==> config.mk <==
export PLATFORM = sky130hd
export DESIGN_NAME = mem_controller_rr
export DESIGN_NICKNAME = d
export VERILOG_FILES = /design/src/rtl/mem_controller_rr.sv
export SDC_FILE = /design/constraint.sdc
export NUM_CORES = 1
export LEC_CHECK = 0
export BUFFER_PORTS_ARGS = -buffer_cell sky130_fd_sc_hd__buf_2
export CORE_AREA = 4 4 146 134
export CTS_CLUSTER_DIAMETER = 120
export DETAILED_ROUTE_END_ITERATION = 6
export DIE_AREA = 0 0 150 138
export PLACE_DENSITY_LB_ADDON = 0.2
export SKIP_CTS_REPAIR_TIMING = 1
export SLEW_MARGIN = 10
export SYNTH_ARGS = -nofsm -noshare
export SYNTH_HDL_FRONTEND = slang
export SYNTH_SLANG_ARGS = --single-unit
==> constraint.sdc <==
create_clock -name clk -period 13.7 [get_ports clk]
set_clock_uncertainty 0.05 [all_clocks]
set_input_delay 0.685 -clock clk [delete_from_list [all_inputs] [get_ports clk]]
set_output_delay 0.685 -clock clk [all_outputs]
set_load 0.01 [all_outputs]
==> src/rtl/mem_controller_rr.sv <==
// Round-robin memory controller: NUM_CONSUMERS requesters shared over NUM_CHANNELS memory ports.
// Optional per-channel wait watchdog enabled by defining MEMCTRL_TIMEOUT_EN.
module mem_controller_rr #(
    parameter int ADDR_BITS      = 8,
    parameter int DATA_BITS      = 16,
    parameter int NUM_CONSUMERS  = 4,
    parameter int NUM_CHANNELS   = 2,
    parameter int WRITE_ENABLE   = 1,
    parameter int TIMEOUT_CYCLES = 64
) (
    input  logic                                      clk,
    input  logic                                      reset,
    input  logic [NUM_CONSUMERS-1:0]                  consumer_read_valid,
    input  logic [NUM_CONSUMERS-1:0][ADDR_BITS-1:0]   consumer_read_address,
    output logic [NUM_CONSUMERS-1:0]                  consumer_read_ready,
    output logic [NUM_CONSUMERS-1:0][DATA_BITS-1:0]   consumer_read_data,
    input  logic [NUM_CONSUMERS-1:0]                  consumer_write_valid,
    input  logic [NUM_CONSUMERS-1:0][ADDR_BITS-1:0]   consumer_write_address,
    input  logic [NUM_CONSUMERS-1:0][DATA_BITS-1:0]   consumer_write_data,
    output logic [NUM_CONSUMERS-1:0]                  consumer_write_ready,
    output logic [NUM_CHANNELS-1:0]                   mem_read_valid,
    output logic [NUM_CHANNELS-1:0][ADDR_BITS-1:0]    mem_read_address,
    input  logic [NUM_CHANNELS-1:0]                   mem_read_ready,
    input  logic [NUM_CHANNELS-1:0][DATA_BITS-1:0]    mem_read_data,
    output logic [NUM_CHANNELS-1:0]                   mem_write_valid,
    output logic [NUM_CHANNELS-1:0][ADDR_BITS-1:0]    mem_write_address,
    output logic [NUM_CHANNELS-1:0][DATA_BITS-1:0]    mem_write_data,
    input  logic [NUM_CHANNELS-1:0]                   mem_write_ready,
    output logic [NUM_CHANNELS-1:0]                   timeout_error
);

    // state   | meaning
    // IDLE    | channel free, arbitrates among eligible consumers
    // RD_WAIT | read issued, waiting for mem_read_ready
    // WR_WAIT | write issued, waiting for mem_write_ready
    // RELAY   | consumer ready pulse high, busy released on exit
    typedef enum logic [1:0] {IDLE, RD_WAIT, WR_WAIT, RELAY} ch_state_e;

    localparam int  CW    = $clog2(NUM_CONSUMERS);
    localparam bit  WE_ON = (WRITE_ENABLE != 0);

    if (NUM_CONSUMERS < 2 || NUM_CHANNELS < 1 || NUM_CHANNELS > NUM_CONSUMERS ||
        TIMEOUT_CYCLES < 1) begin : g_param_check
        $error("mem_controller_rr: invalid parameter set");
    end

    ch_state_e                              state_q [NUM_CHANNELS];
    ch_state_e                              state_d [NUM_CHANNELS];
    logic [NUM_CHANNELS-1:0][CW-1:0]        cons_q, cons_d;
    logic [NUM_CONSUMERS-1:0]               busy_q, busy_d;
    logic [CW-1:0]                          rr_ptr_q, rr_ptr_d;
    logic [NUM_CHANNELS-1:0]                mrv_q, mrv_d, mwv_q, mwv_d;
    logic [NUM_CHANNELS-1:0][ADDR_BITS-1:0] mra_q, mra_d, mwa_q, mwa_d;
    logic [NUM_CHANNELS-1:0][DATA_BITS-1:0] mwd_q, mwd_d;
    logic [NUM_CONSUMERS-1:0]               crr_q, crr_d, cwr_q, cwr_d;
    logic [NUM_CONSUMERS-1:0][DATA_BITS-1:0] crd_q, crd_d;
    logic [NUM_CONSUMERS-1:0]               claimed;
    logic                                   found;
    int                                     win, c;

`ifdef MEMCTRL_TIMEOUT_EN
    localparam int TW = $clog2(TIMEOUT_CYCLES + 1);
    logic [NUM_CHANNELS-1:0][TW-1:0] cnt_q, cnt_d;
    logic [NUM_CHANNELS-1:0]         tmo_q, tmo_d;
    assign timeout_error = tmo_q;
`else
    assign timeout_error = '0;
`endif

    always_comb begin
        state_d  = state_q;
        cons_d   = cons_q;
        busy_d   = busy_q;
        rr_ptr_d = rr_ptr_q;
        mrv_d = mrv_q;  mra_d = mra_q;
        mwv_d = mwv_q;  mwa_d = mwa_q;  mwd_d = mwd_q;
        crr_d = crr_q;  cwr_d = cwr_q;  crd_d = crd_q;
        claimed = '0;
        found   = 1'b0;
        win     = 0;
        c       = 0;
`ifdef MEMCTRL_TIMEOUT_EN
        cnt_d = cnt_q;
        tmo_d = tmo_q;
`endif
        // Channels resolve in index order; claimed hides a winner from later channels.
        for (int i = 0; i < NUM_CHANNELS; i++) begin
            case (state_q[i])
                IDLE: begin
                    found = 1'b0;
                    win   = 0;
                    for (int k = 0; k < NUM_CONSUMERS; k++) begin
                        c = int'(rr_ptr_q) + k;
                        if (c >= NUM_CONSUMERS) c = c - NUM_CONSUMERS;
                        if (!found && !busy_q[c] && !claimed[c] &&
                            (consumer_read_valid[c] || (WE_ON && consumer_write_valid[c]))) begin
                            found = 1'b1;
                            win   = c;
                        end
                    end
                    if (found) begin
                        claimed[win] = 1'b1;
                        busy_d[win]  = 1'b1;
                        cons_d[i]    = CW'(win);
                        rr_ptr_d     = (win == NUM_CONSUMERS - 1) ? '0 : CW'(win + 1);
`ifdef MEMCTRL_TIMEOUT_EN
                        cnt_d[i]     = TW'(TIMEOUT_CYCLES - 1);
`endif
                        if (consumer_read_valid[win]) begin
                            state_d[i] = RD_WAIT;
                            mrv_d[i]   = 1'b1;
                            mra_d[i]   = consumer_read_address[win];
                        end else begin
                            state_d[i] = WR_WAIT;
                            mwv_d[i]   = 1'b1;
                            mwa_d[i]   = consumer_write_address[win];
                            mwd_d[i]   = consumer_write_data[win];
                        end
                    end
                end
                RD_WAIT: begin
                    if (mem_read_ready[i]) begin
                        mrv_d[i]            = 1'b0;
                        crr_d[cons_q[i]]    = 1'b1;
                        crd_d[cons_q[i]]    = mem_read_data[i];
                        state_d[i]          = RELAY;
                    end
`ifdef MEMCTRL_TIMEOUT_EN
                    else if (cnt_q[i] == '0) begin
                        mrv_d[i]            = 1'b0;
                        crr_d[cons_q[i]]    = 1'b1;
                        crd_d[cons_q[i]]    = '1;
                        tmo_d[i]            = 1'b1;
                        state_d[i]          = RELAY;
                    end else begin
                        cnt_d[i] = cnt_q[i] - 1'b1;
                    end
`endif
                end
                WR_WAIT: begin
                    if (mem_write_ready[i]) begin
                        mwv_d[i]         = 1'b0;
                        cwr_d[cons_q[i]] = 1'b1;
                        state_d[i]       = RELAY;
                    end
`ifdef MEMCTRL_TIMEOUT_EN
                    else if (cnt_q[i] == '0) begin
                        mwv_d[i]         = 1'b0;
                        cwr_d[cons_q[i]] = 1'b1;
                        tmo_d[i]         = 1'b1;
                        state_d[i]       = RELAY;
                    end else begin
                        cnt_d[i] = cnt_q[i] - 1'b1;
                    end
`endif
                end
                RELAY: begin
                    crr_d[cons_q[i]]  = 1'b0;
                    cwr_d[cons_q[i]]  = 1'b0;
                    busy_d[cons_q[i]] = 1'b0;
                    state_d[i]        = IDLE;
                end
                default: state_d[i] = IDLE;
            endcase
        end
    end

    always_ff @(posedge clk or negedge reset) begin
        if (!reset) begin
            for (int i = 0; i < NUM_CHANNELS; i++) state_q[i] <= IDLE;
            cons_q   <= '0;
            busy_q   <= '0;
            rr_ptr_q <= '0;
            mrv_q <= '0;  mra_q <= '0;
            mwv_q <= '0;  mwa_q <= '0;  mwd_q <= '0;
            crr_q <= '0;  cwr_q <= '0;  crd_q <= '0;
`ifdef MEMCTRL_TIMEOUT_EN
            cnt_q <= '0;
            tmo_q <= '0;
`endif
        end else begin
            for (int i = 0; i < NUM_CHANNELS; i++) state_q[i] <= state_d[i];
            cons_q   <= cons_d;
            busy_q   <= busy_d;
            rr_ptr_q <= rr_ptr_d;
            mrv_q <= mrv_d;  mra_q <= mra_d;
            mwv_q <= mwv_d;  mwa_q <= mwa_d;  mwd_q <= mwd_d;
            crr_q <= crr_d;  cwr_q <= cwr_d;  crd_q <= crd_d;
`ifdef MEMCTRL_TIMEOUT_EN
            cnt_q <= cnt_d;
            tmo_q <= tmo_d;
`endif
        end
    end

    assign mem_read_valid       = mrv_q;
    assign mem_read_address     = mra_q;
    assign mem_write_valid      = mwv_q;
    assign mem_write_address    = mwa_q;
    assign mem_write_data       = mwd_q;
    assign consumer_read_ready  = crr_q;
    assign consumer_read_data   = crd_q;
    assign consumer_write_ready = cwr_q;

endmodule
== After elaboration in Yosys (flattened, before gate mapping) ==
Cells that the tools add are included.

* Register bits after elaboration: 154
* Output and inout port bits: 142

* Add/subtract/negate cells: 9
* $lt $le $gt $ge: 20
* Equal/unequal tests: 18
* Multiplexer cells: 222
* Bitwise logic cells: 16
* Reductions and logical operators: 74

{| class="wikitable"
|+ Operators with widths
! operator !! number
|-
| $mux 32 || 22
|-
| $lt 32x4->1 const B || 10
|-
| $mux 64 || 4
|-
| $bwmux 64 || 2
|-
| $mux 1 || 100
|-
| $mux 16 || 6
|-
| $bmux 1 s2 || 34
|-
| $bmux 16 s2 || 2
|-
| $bmux 8 s2 || 4
|-
| $demux 16 s2 || 2
|-
| $eq 32x3->1 const B || 2
|-
| $ge 32x1->1 const B || 2
|-
| $mux 8 || 8
|-
| $pmux 4 s2 || 6
|-
| $mux 4 || 8
|-
| $mux 2 || 14
|-
| $logic_and 1x1->1 || 26
|-
| $and 4x4->4 || 6
|-
| $or 4x4->4 || 6
|-
| $logic_not 1->1 || 22
|-
| $ne 2x2->1 const B || 10
|-
| $reduce_and 3->1 || 6
|-
| $pmux 2 s4 || 2
|-
| $reduce_and 4->1 || 4
|-
| other kinds (19) || 51
|}

== Logic depth before layout (Yosys ltp) ==
Gate-level depths: netlist of the first run.

* Word-level depth: 68
* Depth in mapped cells: 26

== Least setup slack after synthesis of the first run ==
No wires, ideal clock.

* Path kind: register to register
* Start: register rr_ptr_q[0]
* End: register mwa_q, in the netlist mem_write_address[12]
* Setup time: 0.127 ns
* Arrival: 5.542 ns
* Data required time: 13.523 ns
* Path slack: 7.981 ns
* Stages on the path, launching flop included: 23
* Cells stage by stage: dfrtp_1 inv_1 clkbuf_1 ha_1 buf_2 or3_4 a21oi_1 o21ai_0 o221ai_1 inv_1 clkbuf_1 clkbuf_1 ha_1 mux4_2 nor2b_1 and3_1 a21o_1 o211ai_1 o311ai_1 a2111o_1 a21oi_4 buf_6 mux2_1

* Longest elaborated chain between the ends: 66
* Elaborated cells between the ends (all ways): 212

{| class="wikitable"
|+ Ends and longest elaborated chain
! item !! RTL line !! RTL
|-
| start: declaration || 51 || <nowiki>logic [CW-1:0] rr_ptr_q, rr_ptr_d;</nowiki>
|-
| start signal: assignment || 185 || <nowiki>rr_ptr_q <= rr_ptr_d;</nowiki>
|-
| $sub 2x3->4 / $ge 2x3->1 (equally long branches) || 94 || <nowiki>if (c >= NUM_CONSUMERS) c = c - NUM_CONSUMERS;</nowiki>
|-
| $mux 32 || 94 ||
|-
| $mux 32 || 88 || <nowiki>case (state_q[i])</nowiki>
|-
| $bmux 1 s2 || 95 || <nowiki>if (!found && !busy_q[c] && !claimed[c] &&</nowiki>
|-
| $mux 1 (not written as such) (2 in a row) || 95 ||
|-
| $logic_not 1->1 || 95 ||
|-
| $logic_and 1x1->1 (2 in a row) || 95 ||
|-
| $mux 1 || 95 ||
|-
| (+45 left out) || n/a ||
|-
| $logic_not 1->1 || 95 ||
|-
| $logic_and 1x1->1 (3 in a row) || 95 ||
|-
| $mux 32 || 95 ||
|-
| $mux 32 || 88 ||
|-
| $bmux 1 s2 || 109 || <nowiki>if (consumer_read_valid[win]) begin</nowiki>
|-
| $mux 1 (not written as such) (2 in a row) || 109 ||
|-
| $not 1->1 (no line) || n/a ||
|-
| $reduce_and 3->1 (no line) || n/a ||
|-
| end signal: assignment || 187 || <nowiki>mwv_q <= mwv_d; mwa_q <= mwa_d; mwd_q <= mwd_d;</nowiki>
|-
| end: declaration || 53 || <nowiki>logic [NUM_CHANNELS-1:0][ADDR_BITS-1:0] mra_q, mra_d, mwa_q, mwa_d;</nowiki>
|}

Several ways; a longest one is shown, not always the timed one. The select of a mux whose other input is x is not followed.
A chain may end at the register's enable or synchronous reset.

== Worst setup path in the final report of the first run ==
* Start: register rr_ptr_q[0]
* End: register rr_ptr_q[1]

* Longest elaborated chain between the ends: 65
* Elaborated cells between the ends (all ways): 214

{| class="wikitable"
|+ Ends and longest elaborated chain
! item !! RTL line !! RTL
|-
| $sub 2x3->4 / $ge 2x3->1 (equally long branches) || 94 ||
|-
| $mux 32 || 94 ||
|-
| $mux 32 || 88 ||
|-
| $bmux 1 s2 || 95 ||
|-
| $mux 1 (not written as such) (2 in a row) || 95 ||
|-
| $logic_not 1->1 || 95 ||
|-
| $logic_and 1x1->1 (2 in a row) || 95 ||
|-
| $mux 1 || 95 ||
|-
| (+46 left out) || n/a ||
|-
| $logic_and 1x1->1 (3 in a row) || 95 ||
|-
| $mux 32 || 95 ||
|-
| $mux 32 || 88 ||
|-
| $eq 32x3->1 / $add 2x2->2 (equally long branches) || 105 || <nowiki>rr_ptr_d = (win == NUM_CONSUMERS - 1) ? '0 : CW'(win + 1);</nowiki>
|-
| $mux 2 || 105 ||
|-
| $mux 2 || 101 || <nowiki>if (found) begin</nowiki>
|-
| $mux 2 * || 88 ||
|-
| via rr_ptr_d[1] || 51 ||
|}

Mark *: on every way through the listed nets, which the timed path passes. The rest lies on a longest branch. The select of a mux whose other input is x is not followed.

==> metrics.md, run 1 <==
| Metric | Value |
|---|---|
| Status | `finished, final reports clean` |
| Worst r2r path cells | `20` |
| Clock Tree Buf Depth | `2` |
| Global route overflow | `0` |
| Mapped Area | `between 0.009 and 0.01 mm^2` |
| Full die area | `between 0.02 and 0.025 mm^2` |
| Area delta synth->final | `22.6%` |
| Global Route Usage Sum | `a little under 30%` |
| Min Hold Slack | `about 0.29 ns` |
| Worst Path Arrival | `8.38 ns` |
| Worst-margin pin slew | `1.21 ns` |
| Seq/Total Area, Yosys | `between 30% and 40%` |
| Global-route wire length before repair | `around 49 mm` |
| Top FF cell, synth | `dfrtp_1` |
| Worst Setup EP | `rr_ptr_q[1]` |
| CORE AREA | `roughly 0.018 mm^2` |
| Ports | `about 320` |
| Period utilisation layout | `between 50 and 60%` |
| Initial core utilization | `a little over half` |
| DRT Wirelength | `slightly above 30 mm` |
| Layout Cell Area excl Fill | `between 0.01 and 0.015 mm^2` |
| Setup CP Type | `flip-flop to flip-flop` |
| Slew HR | `between 10% and 20%` |
| Share of layout cells above drive strength 1 | `28.1%` |
| Vias | `around 9,600` |
| Max Cap Viol | `0` |
| Final min period | `just over 8 ns` |
| CTS tree | `done` |
| Setup TNS | `0 ns` |
| PD cells | `303 mW/mm^2` |
| Mapped Cells | `around 1,100` |
| H-tree levels | `4` |
| Antenna violations before repair | `6` |
| R2R setup slack | `around 5.6 ns` |
| Antenna Violating Nets Remaining | `0` |
| Final setup viols | `0` |
| Library cells used by synthesis | `~70` |
| Initial DRC count | `655` |
| P_leak | `6.28 nW` |
| Type of the most critical hold path | `input pin to asynchronous set/reset pin` |
| Worst-Skew Late Latency | `approximately 0.43 ns` |
| Vias per cell | `approximately 5.7` |
| Post-synth EDFFs | `0` |
| Largest net degree at the start of global routing | `around 110` |
| Total number of yosys warnings | `0` |
| Fin util | `67.1%` |
| Final setup margin | `5.62 ns` |
| Port Buffers | `~310` |
| Count of clock tree sinks | `around 150` |
| Nets | `between 1,500 and 2,000` |
| CP startpoint kind | `flip-flop` |
| Fmax | `0.124 GHz` |
| Chip height | `138 um` |
| Max VDD drop | `between 0.0003 and 0.0004 V` |
| First drt pass iteration count | `5` |
| WL/cell | `about 19 um` |
| Critical register-to-register path startpoint | `rr_ptr_q[0]` |
| Filler cells | `1,529` |
| Req. time, crit path | `13.99 ns` |
| Asr flop ratio synth | `between 90% and 100%` |
| Worst setup EP type | `flip-flop` |
| Avg Inst Size Synth | `about 8.7 um^2` |
| Register area | `slightly below 0.004 mm^2` |
| Dpl hpwl | `between 20 and 25 mm` |
| Routability cong. | `~0.95` |
| Max Slew Vio Count | `0` |
| Clock slew at reported path FFs | `0.07 ns` |
| Root Driver | `clkbuf_16` |
| Post-synthesis register bit count | `about 150` |
| Power Total | `approximately 3.7 mW` |
| Multi-input gate area | `about 0.0057 mm^2` |
| Worst-path fanout max | `69` |
| Remaining DRCs | `0` |
| RSZ-0062 raised after global routing | `no` |
| Die W | `about 150 um` |
| R2R Path End | `rr_ptr_q[1]` |
| Worst setup slack before clock tree synthesis | `between 5 and 6 ns` |
| Vias in the first global route | `roughly 9,000` |
| Total CTS buffers | `17` |
| Final non-filler cell total | `1,663` |
| Site Rows | `47` |
| Critical Path Source | `rr_ptr_q[0]` |
| Placed Cells incl. Taps | `1,630` |
| Area after DPL | `approximately 0.012 mm^2` |
| Final Hold Fails | `0` |
## critical path, cell delays in order, from the launching register on
cell and delay, ns:
dfrtp_1 0.33, buf_4 0.28, inv_1 0.27, ha_1 0.83, mux4_2 0.44, a221oi_1 0.10
a311o_1 0.41, o221ai_4 0.07, buf_4 0.62, inv_2 0.65, ha_1 0.50, mux4_2 0.48
nor2b_1 0.16, and3_1 0.26, a21oi_1 0.25, a2bb2oi_1 0.10, o311ai_1 0.42, or2_2 0.96
inv_1 0.24, ha_1 0.35, o21ai_0 0.17
## flip-flops by register name (all words and copies together) (netlist names)
signal	cells
consumer_read_data	64
mem_write_data	32
mem_read_address	16
mem_write_address	16
busy_q	4
cons_q	4
consumer_read_ready	4
consumer_write_ready	4
state_q	4
mem_read_valid	2
mem_write_valid	2
rr_ptr_q	2
## cell type report
cell class | count | area share [%]
repair buffers | 326 | 13.7
well taps | 245 | 2.52
inverters | 22 | 0.679
clock buffers | 18 | 3.53
flip-flops and latches | 154 | 31.7
multi-input cells | 883 | 46.8
diodes | 1 | 0.0206
clock inverters | 14 | 1.04
## per-layer routing
metal | vias to the layer above | part of all wire (%) | GRT usage [%]
met5 | - | 0.20 | 0
met4 | 10 | 3.5 | 11.6
met3 | 79 | 8.7 | 7.62
met2 | 410 | 48 | 47.7
met1 | 4519 | 39 | 36.8
li1 | 4536 | - | -
## power breakdown
group	internal, mW	switching, mW
sequential	0.686	0.145
combinational	0.990	1.41
clock	0.239	0.212
## how the worst min path moves through the flow
stage,startpoint,endpoint,slack [ns]
after CTS,reset,mem_read_valid[0],0.35
after global routing,reset,mem_read_valid[0],0.40
after global placement,mem_write_address[6],mem_write_address[6],0.41
final,reset,mem_read_valid[0],0.29
after floorplan,reset,busy_q[0],0.34
after detailed placement,mem_read_address[0],mem_read_address[0],0.41
## Yosys cell counts, types with 4 or more instances
master | count | area share [%]
nand2_1 | 238 | 9.0
mux2i_1 | 166 | 17
dfrtp_1 | 154 | 39
o21ai_0 | 102 | 5.1
a21oi_1 | 84 | 4.2
nor2_1 | 77 | 2.9
clkbuf_1 | 53 | 2.0
nand3_1 | 51 | 2.6
inv_1 | 22 | 0.83
ha_1 | 21 | 2.6
mux2_1 | 20 | 2.3
mux2_2 | 13 | 1.5
buf_2 | 10 | 0.50
nor2b_1 | 7 | 0.44
a31oi_1 | 6 | 0.38
buf_4 | 6 | 0.45
o211ai_1 | 6 | 0.45
buf_1 | 5 | 0.19
mux4_2 | 5 | 1.1
a22oi_1 | 4 | 0.30
nand4_1 | 4 | 0.25
nor3_1 | 4 | 0.20
o2111ai_1 | 4 | 0.35
o21a_1 | 4 | 0.30
## placed cells by master (no fill, tap or decap), types with 3 or more instances in the layout
master	Yosys	final
a21boi_0	3	3
a21o_1	3	3
a21oi_1	84	84
a22oi_1	4	4
a31o_2	3	3
a31oi_1	6	6
and3_1	3	3
buf_2	10	312
buf_4	6	13
clkbuf_16	0	17
clkinv_4	0	3
clkinvlp_4	0	3
dfrtp_1	154	154
ha_1	21	21
inv_1	22	21
inv_6	0	5
inv_8	0	3
mux2_1	20	20
mux2_2	13	13
mux2i_1	166	166
mux4_2	5	5
nand2_1	238	237
nand3_1	51	51
nand4_1	4	4
nor2_1	77	76
nor2b_1	7	7
nor3_1	4	3
o2111ai_1	4	4
o211ai_1	6	6
o21a_1	4	4
o21ai_0	102	102
o21ba_2	3	3
o21bai_1	3	3
## cell families after synthesis
| logic type | after synthesis | share of synthesized area, % |
|---|---|---|
| muxes | 204 | 21.6 |
| AOI/OAI and AO/OA | 259 | 16.0 |
| and+or+nand+nor | 397 | 16.6 |
| DFF | 154 | 38.9 |
| other | 1 | 0.0378 |
| adders and majority gates | 21 | 2.65 |
| buffers and inverters | 98 | 4.21 |
Power figures use the tool's default switching activity.
==> inputs of run 2 (changes only) <==
--- a/config.mk
+++ b/config.mk
@@ -6,10 +6,10 @@
 export NUM_CORES = 1
 export LEC_CHECK = 0
 export BUFFER_PORTS_ARGS = -buffer_cell sky130_fd_sc_hd__buf_2
-export CORE_AREA = 4 4 146 134
+export CORE_AREA = 4 4 151 139
 export CTS_CLUSTER_DIAMETER = 120
 export DETAILED_ROUTE_END_ITERATION = 6
-export DIE_AREA = 0 0 150 138
+export DIE_AREA = 0 0 155 143
 export PLACE_DENSITY_LB_ADDON = 0.2
 export SKIP_CTS_REPAIR_TIMING = 1
 export SLEW_MARGIN = 10
==> constraint.sdc (replaced) <==
create_clock -name clk -period 7.71 [get_ports clk]
set_clock_uncertainty 0.05 [all_clocks]
set_input_delay 0.3855 -clock clk [delete_from_list [all_inputs] [get_ports clk]]
set_output_delay 0.3855 -clock clk [all_outputs]
set_load 0.01 [all_outputs]
==> metrics.md, run 2 (synthesized netlist as in run 1, its figures left out) <==
| Metric | Value |
|---|---|
| Setup TNS | `0 ns (unchanged)` |
| Port Buffers | `313 (unchanged)` |
| Area after DPL | `0.0117 mm^2 (was 0.0116 mm^2)` |
| Type of the most critical hold path | `input pin to asynchronous set/reset pin (unchanged)` |
| CORE AREA | `0.0196 mm^2 (was 0.0181 mm^2)` |
| Chip height | `143 um (was 138 um)` |
| Global-route wire length before repair | `48.7 mm (was 48.5 mm)` |
| Total CTS buffers | `17 (unchanged)` |
| Full die area | `0.0222 mm^2 (was 0.0207 mm^2)` |
| Vias | `9,472 (was 9,554)` |
| Die W | `155 um (was 150 um)` |
| Switching Share | `48.0% (about the same)` |
| Wire length on met3 | `2.58 mm (was 2.69 mm)` |
| Power Total | `6.68 mW (was 3.68 mW)` |
| Worst setup EP type | `flip-flop (unchanged)` |
| Max Slew Vio Count | `0 (unchanged)` |
| Worst r2r path cells | `17 (was 20)` |
| Worst-Skew Late Latency | `0.43 ns (about the same)` |
| Top layer in use | `met5 (unchanged)` |
| Critical path's top delay family | `compound AO/OA/AOI/OAI gates (was buffers and inverters)` |
| PD cells | `543 mW/mm^2 (was 303 mW/mm^2)` |
| CTS tree | `done (unchanged)` |
| Layout Cell Area excl Fill | `0.0123 mm^2 (was 0.0122 mm^2)` |
| RSZ-0062 raised after global routing | `no (unchanged)` |
| Critical Path Source | `rr_ptr_q[1] (was rr_ptr_q[0])` |
| Routability cong. | `0.883 (was 0.954)` |
| Final Hold Fails | `1 (was 0)` |
| WL met2 | `14.7 mm (was 14.9 mm)` |
| Final min period | `6.31 ns (was 8.08 ns)` |
| Vias per cell | `5.64 (was 5.75)` |
| Worst-path fanout max | `20 (was 69)` |
| Max reg flops | `64 (unchanged)` |
| Fmax | `0.159 GHz (was 0.124 GHz)` |
| R2R setup slack | `1.40 ns (was 5.62 ns)` |
| Sequential power share | `22.0% (was 22.6%)` |
| Min Hold Slack | `-0.00238 ns (was 0.286 ns)` |
| Clock share of power | `13.0% (was 12.2%)` |
| Metal-1 WL | `13.2 mm (was 12.1 mm)` |
| Global route overflow | `0 (unchanged)` |
| Design internal power | `3.47 mW (was 1.91 mW)` |
| Antenna violations before repair | `7 (was 6)` |
| Antenna Violating Nets Remaining | `0 (unchanged)` |
| P_leak | `6.34 nW (was 6.28 nW)` |
| Max Cap Viol | `0 (unchanged)` |
| WL/cell | `18.6 um (was 18.5 um)` |
| Crit path cell chain | `inv_1 -> ha_1 -> mux4_2 -> a221oi_1 -> a311o_1 -> o221ai_4 -> ha_1 -> mux4_2 -> nor2b_1 -> and3_1 -> a21oi_1 -> a2bb2oi_1 -> o311ai_1 -> or2_2 -> buf_12 -> mux2i_1 -> mux2_1 (was buf_4 -> inv_1 -> ha_1 -> mux4_2 -> a221oi_1 -> a311o_1 -> o221ai_4 -> buf_4 -> inv_2 -> ha_1 -> mux4_2 -> nor2b_1 -> and3_1 -> a21oi_1 -> a2bb2oi_1 -> o311ai_1 -> or2_2 -> inv_1 -> ha_1 -> o21ai_0)` |
| Critical register-to-register path startpoint | `rr_ptr_q[1] (was rr_ptr_q[0])` |
| Worst Path Arrival | `6.56 ns (was 8.38 ns)` |
| Clock slew at reported path FFs | `0.08 ns (was 0.07 ns)` |
| Initial core utilization | `50.7% (was 54.8%)` |
| Clock Tree Buf Depth | `2 (unchanged)` |
| Site Rows | `49 (was 47)` |
| Remaining DRCs | `0 (unchanged)` |
| Status | `finished with violations (was finished, final reports clean)` |
| Worst-margin pin slew | `1.15 ns (was 1.21 ns)` |
| Count of clock tree sinks | `154 (unchanged)` |
| Psw | `3.20 mW (was 1.77 mW)` |
| Slew HR | `23.5% (was 19.0%)` |
| Max VDD drop | `0.000586 V (was 0.000386 V)` |
| Comb pwr share | `65.0% (was 65.2%)` |
| Req. time, crit path | `7.96 ns (was 13.99 ns)` |
| Final setup viols | `0 (unchanged)` |
| Crit path buf inv count | `2 (was 5)` |
| Dpl hpwl | `22.7 mm (was 22.4 mm)` |
| Area delta synth->final | `24.0% (was 22.6%)` |
| Root Driver | `clkbuf_16 (unchanged)` |
| H-tree levels | `4 (unchanged)` |
| Initial DRC count | `657 (was 655)` |
| Ports | `316 (unchanged)` |
| Filler cells | `1,710 (was 1,529)` |
| Nets | `1,602 (was 1,599)` |
| Commonest non-fill, non-tap cell in the layout | `buf_2 (unchanged)` |
| Setup CP Type | `flip-flop to flip-flop (unchanged)` |
| Global Route Usage Sum | `27.4% (was 29.1%)` |
| Vias in the first global route | `8,972 (was 9,124)` |
| Failing checks | `hold timing` |
| Period utilisation layout | `81.8% (was 59.0%)` |
| Commonest non-fill, non-tap cells in the layout | `312 x buf_2, 237 x nand2_1, 166 x mux2i_1 (unchanged)` |
| R2R Path End | `mem_write_data[22] (was rr_ptr_q[1])` |
| CP startpoint kind | `flip-flop (unchanged)` |
| Largest net degree at the start of global routing | `97 (was 106)` |
| Share of layout cells above drive strength 1 | `28.3% (was 28.1%)` |
| Fin util | `62.9% (was 67.1%)` |
| Max incr delay on CP | `0.82 ns (was 0.96 ns)` |
| DRT Wirelength | `31.2 mm (was 30.8 mm)` |
| Slowest-stage cell, CP | `ha_1 (was or2_2)` |
| First drt pass iteration count | `5 (unchanged)` |
## run 2: cell types whose count changed in the layout (fill, tap and decap cells not counted), sizes merged
cell	previous run	this run
clkinvlp	3	1
inv	30	28
clkbuf	18	17
clkinv	3	7
bufinv	0	1
diode	1	4
buf	326	329
## run 2: cell type report
class                   count  area, um^2  area share [%]
inverters                  22        82.6           0.672
diodes                      4        10.0          0.0814
flip-flops and latches    154        3850            31.3
well taps                 255         319            2.59
multi-input cells         883        5690            46.2
clock buffers              17         425            3.46
clock inverters            15         201            1.64
repair buffers            329        1720            14.0
## run 2: through the flow
| step | setup slack [ns] | cells |
|---|---|---|
| final | 1.40 | 1679 |
| after global routing | 0.957 | 1679 |
| after global placement | 1.63 | 1643 |
| after CTS | 1.45 | 1675 |
| after detailed placement | 1.46 | 1643 |
| after floorplan | 1.99 | 1135 |
## run 2: worst max path at each step
stage	to	slack, ns	cells past startpoint
final	mem_write_data[22]	1.40	17
after floorplan	mem_write_address[12]	1.99	22
after CTS	mem_write_address[9]	1.45	18
after global routing	rr_ptr_q[1]	0.96	18
after global placement	mem_write_data[27]	1.63	18
after detailed placement	mem_write_data[29]	1.46	18
## run 2: routing by layer
metal	track usage, %	up-vias
li1	-	4548
met1	36.6	4488
met2	44.2	378
met3	7.61	52
met4	7.67	6
met5	0	-
## run 2: power groups by stage
stage,combinational (mW),sequential [mW],clock (mW)
floorplan,2.99,1.60,0
CTS,4.34,1.47,0.886
detailed placement,4.33,1.48,0
global placement,4.25,1.47,0
finish,4.34,1.47,0.867
global route,4.77,1.52,0.924
==> inputs of run 3 (changes only) <==
==> constraint.sdc (replaced) <==
create_clock -name clk -period 5.84 [get_ports clk]
set_clock_uncertainty 0.05 [all_clocks]
set_input_delay 0.292 -clock clk [delete_from_list [all_inputs] [get_ports clk]]
set_output_delay 0.292 -clock clk [all_outputs]
set_load 0.01 [all_outputs]
==> metrics.md, run 3 (synthesized netlist as in run 1, its figures left out) <==
| Metric | Value |
|---|---|
| Area delta synth->final | `24.2% (was 24.0%)` |
| Req. time, crit path | `6.09 ns (was 7.96 ns)` |
| Clock slew at reported path FFs | `0.07 ns (was 0.08 ns)` |
| Fmax | `0.183 GHz (was 0.159 GHz)` |
| Hold Path End | `consumer_read_data[13]` |
| Antenna Violating Nets Remaining | `0 (unchanged)` |
| PD cells | `717 mW/mm^2 (was 543 mW/mm^2)` |
| Worst hold start | `mem_read_data[29]` |
| Ports | `316 (unchanged)` |
| Die W | `155 um (unchanged)` |
| Vias per cell | `5.73 (was 5.64)` |
| Nets | `1,610 (was 1,602)` |
| Initial core utilization | `50.7% (unchanged)` |
| Remaining DRCs | `0 (unchanged)` |
| Final Hold Fails | `0 (was 1)` |
| Port Buffers | `313 (unchanged)` |
| CTS tree | `done (unchanged)` |
| Total CTS buffers | `17 (unchanged)` |
| Max VDD drop | `0.000456 V (was 0.000586 V)` |
| Max Cap Viol | `0 (unchanged)` |
| Vias in the first global route | `9,061 (was 8,972)` |
| Routability cong. | `0.965 (was 0.883)` |
| Setup CP Type | `flip-flop to flip-flop (unchanged)` |
| Initial DRC count | `795 (was 657)` |
| Min Hold Slack | `0.0658 ns (was -0.00238 ns)` |
| Area after DPL | `0.0117 mm^2 (about the same)` |
| Fin util | `63.0% (was 62.9%)` |
| DRT Wirelength | `31.2 mm (about the same)` |
| R2R Path End | `mem_write_address[15] (was mem_write_data[22])` |
| Crit path cell chain | `inv_1 -> ha_1 -> buf_4 -> nand3_1 -> a21oi_1 -> o21ai_0 -> o2111ai_1 -> nand2_2 -> inv_1 -> ha_1 -> mux4_2 -> nor2b_1 -> and3_1 -> a21o_1 -> o211ai_1 -> o311ai_1 -> a2111o_1 -> a21oi_4 -> buf_12 -> mux2_2 (was inv_1 -> ha_1 -> mux4_2 -> a221oi_1 -> a311o_1 -> o221ai_4 -> ha_1 -> mux4_2 -> nor2b_1 -> and3_1 -> a21oi_1 -> a2bb2oi_1 -> o311ai_1 -> or2_2 -> buf_12 -> mux2i_1 -> mux2_1)` |
| Full die area | `0.0222 mm^2 (unchanged)` |
| Vias | `9,648 (was 9,472)` |
| Worst setup EP type | `flip-flop (unchanged)` |
| Antenna violations before repair | `5 (was 7)` |
| Share of layout cells above drive strength 1 | `28.6% (was 28.3%)` |
| Layout Cell Area excl Fill | `0.0123 mm^2 (about the same)` |
| Period utilisation layout | `93.8% (was 81.8%)` |
| Worst-Skew Late Latency | `0.42 ns (was 0.43 ns)` |
| Max incr delay on CP | `0.56 ns (was 0.82 ns)` |
| Dpl hpwl | `22.7 mm (about the same)` |
| RSZ-0062 raised after global routing | `no (unchanged)` |
| Worst r2r path cells | `20 (was 17)` |
| Commonest non-fill, non-tap cells in the layout | `312 x buf_2, 237 x nand2_1, 166 x mux2i_1 (unchanged)` |
| Setup TNS | `0 ns (unchanged)` |
| Root Driver | `clkbuf_16 (unchanged)` |
| Critical register-to-register path startpoint | `rr_ptr_q[1] (unchanged)` |
| Status | `finished, final reports clean (was finished with violations)` |
| Worst-path fanout max | `24 (was 20)` |
| Chip height | `143 um (unchanged)` |
| Final min period | `5.48 ns (was 6.31 ns)` |
| Type of the most critical hold path | `input pin to flip-flop (was input pin to asynchronous set/reset pin)` |
| Site Rows | `49 (unchanged)` |
| CORE AREA | `0.0196 mm^2 (unchanged)` |
| Global Route Usage Sum | `27.2% (was 27.4%)` |
| Max Slew Vio Count | `0 (unchanged)` |
| Slew HR | `22.8% (was 23.5%)` |
| P_leak | `6.36 nW (was 6.34 nW)` |
| CP startpoint kind | `flip-flop (unchanged)` |
| Worst-margin pin slew | `1.16 ns (was 1.15 ns)` |
| Power Total | `8.84 mW (was 6.68 mW)` |
| Count of clock tree sinks | `154 (unchanged)` |
| Final setup viols | `0 (unchanged)` |
| Commonest non-fill, non-tap cell in the layout | `buf_2 (unchanged)` |
| First drt pass iteration count | `5 (unchanged)` |
| Worst Path Arrival | `5.73 ns (was 6.56 ns)` |
| Worst Hold Path Cells | `3` |
| R2R setup slack | `0.36 ns (was 1.40 ns)` |
| Clock Tree Buf Depth | `2 (unchanged)` |
| Slowest-stage cell, CP | `dfrtp_1 (was ha_1)` |
| WL/cell | `18.5 um (was 18.6 um)` |
| Global-route wire length before repair | `48.3 mm (was 48.7 mm)` |
| H-tree levels | `4 (unchanged)` |
| Critical Path Source | `rr_ptr_q[1] (unchanged)` |
| Global route overflow | `0 (unchanged)` |
| Max reg flops | `64 (unchanged)` |
| Largest net degree at the start of global routing | `81 (was 97)` |
run 3: metrics by stage:
stage | worst slack (ns) | instances
floorplan | 0.121 | 1135
global placement | 0.465 | 1650
detailed placement | 0.337 | 1650
CTS | 0.322 | 1682
global route | 0.0769 | 1685
finish | 0.364 | 1685
run 3: worst max-delay path: cells and delay by family (launching register included):
family	cells	cell delay, ns
adder cells (fa/ha/maj)	2	0.58
multiplexers	2	0.83
buffers and inverters	4	0.61
AND/OR/NAND/NOR	4	0.74
AO/OA/AOI/OAI	8	1.97
flip-flops	1	0.56
run 3: per-layer routing:
layer  part of all wire (%)  GRT usage (%)
met1                     41           36.3
met2                     47           43.8
met3                    9.2           7.36
met4                    2.0           7.57
met5                  0.087              0
run 3: how the worst max path moves through the flow:
stage | end | slack, ns | cells past startpoint
CTS | mem_write_data[20] | 0.32 | 20
global placement | mem_write_data[17] | 0.47 | 20
finish | mem_write_address[15] | 0.36 | 20
detailed placement | mem_write_data[20] | 0.34 | 20
global route | mem_write_address[8] | 0.08 | 20
floorplan | mem_write_address[12] | 0.12 | 22
run 3: cell type report:
type	count	area (um^2)
tap	255	319
multi-input combinational	883	5690
antenna	2	5.00
clock buffer	18	439
inverter	22	82.6
fill	1731	7240
clock inverter	14	151
sequential	154	3850
timing repair buffer	337	1780
run 3: power breakdown:
group	internal, mW	switching [mW]
clock	0.583	0.521
combinational	2.39	3.39
sequential	1.61	0.340
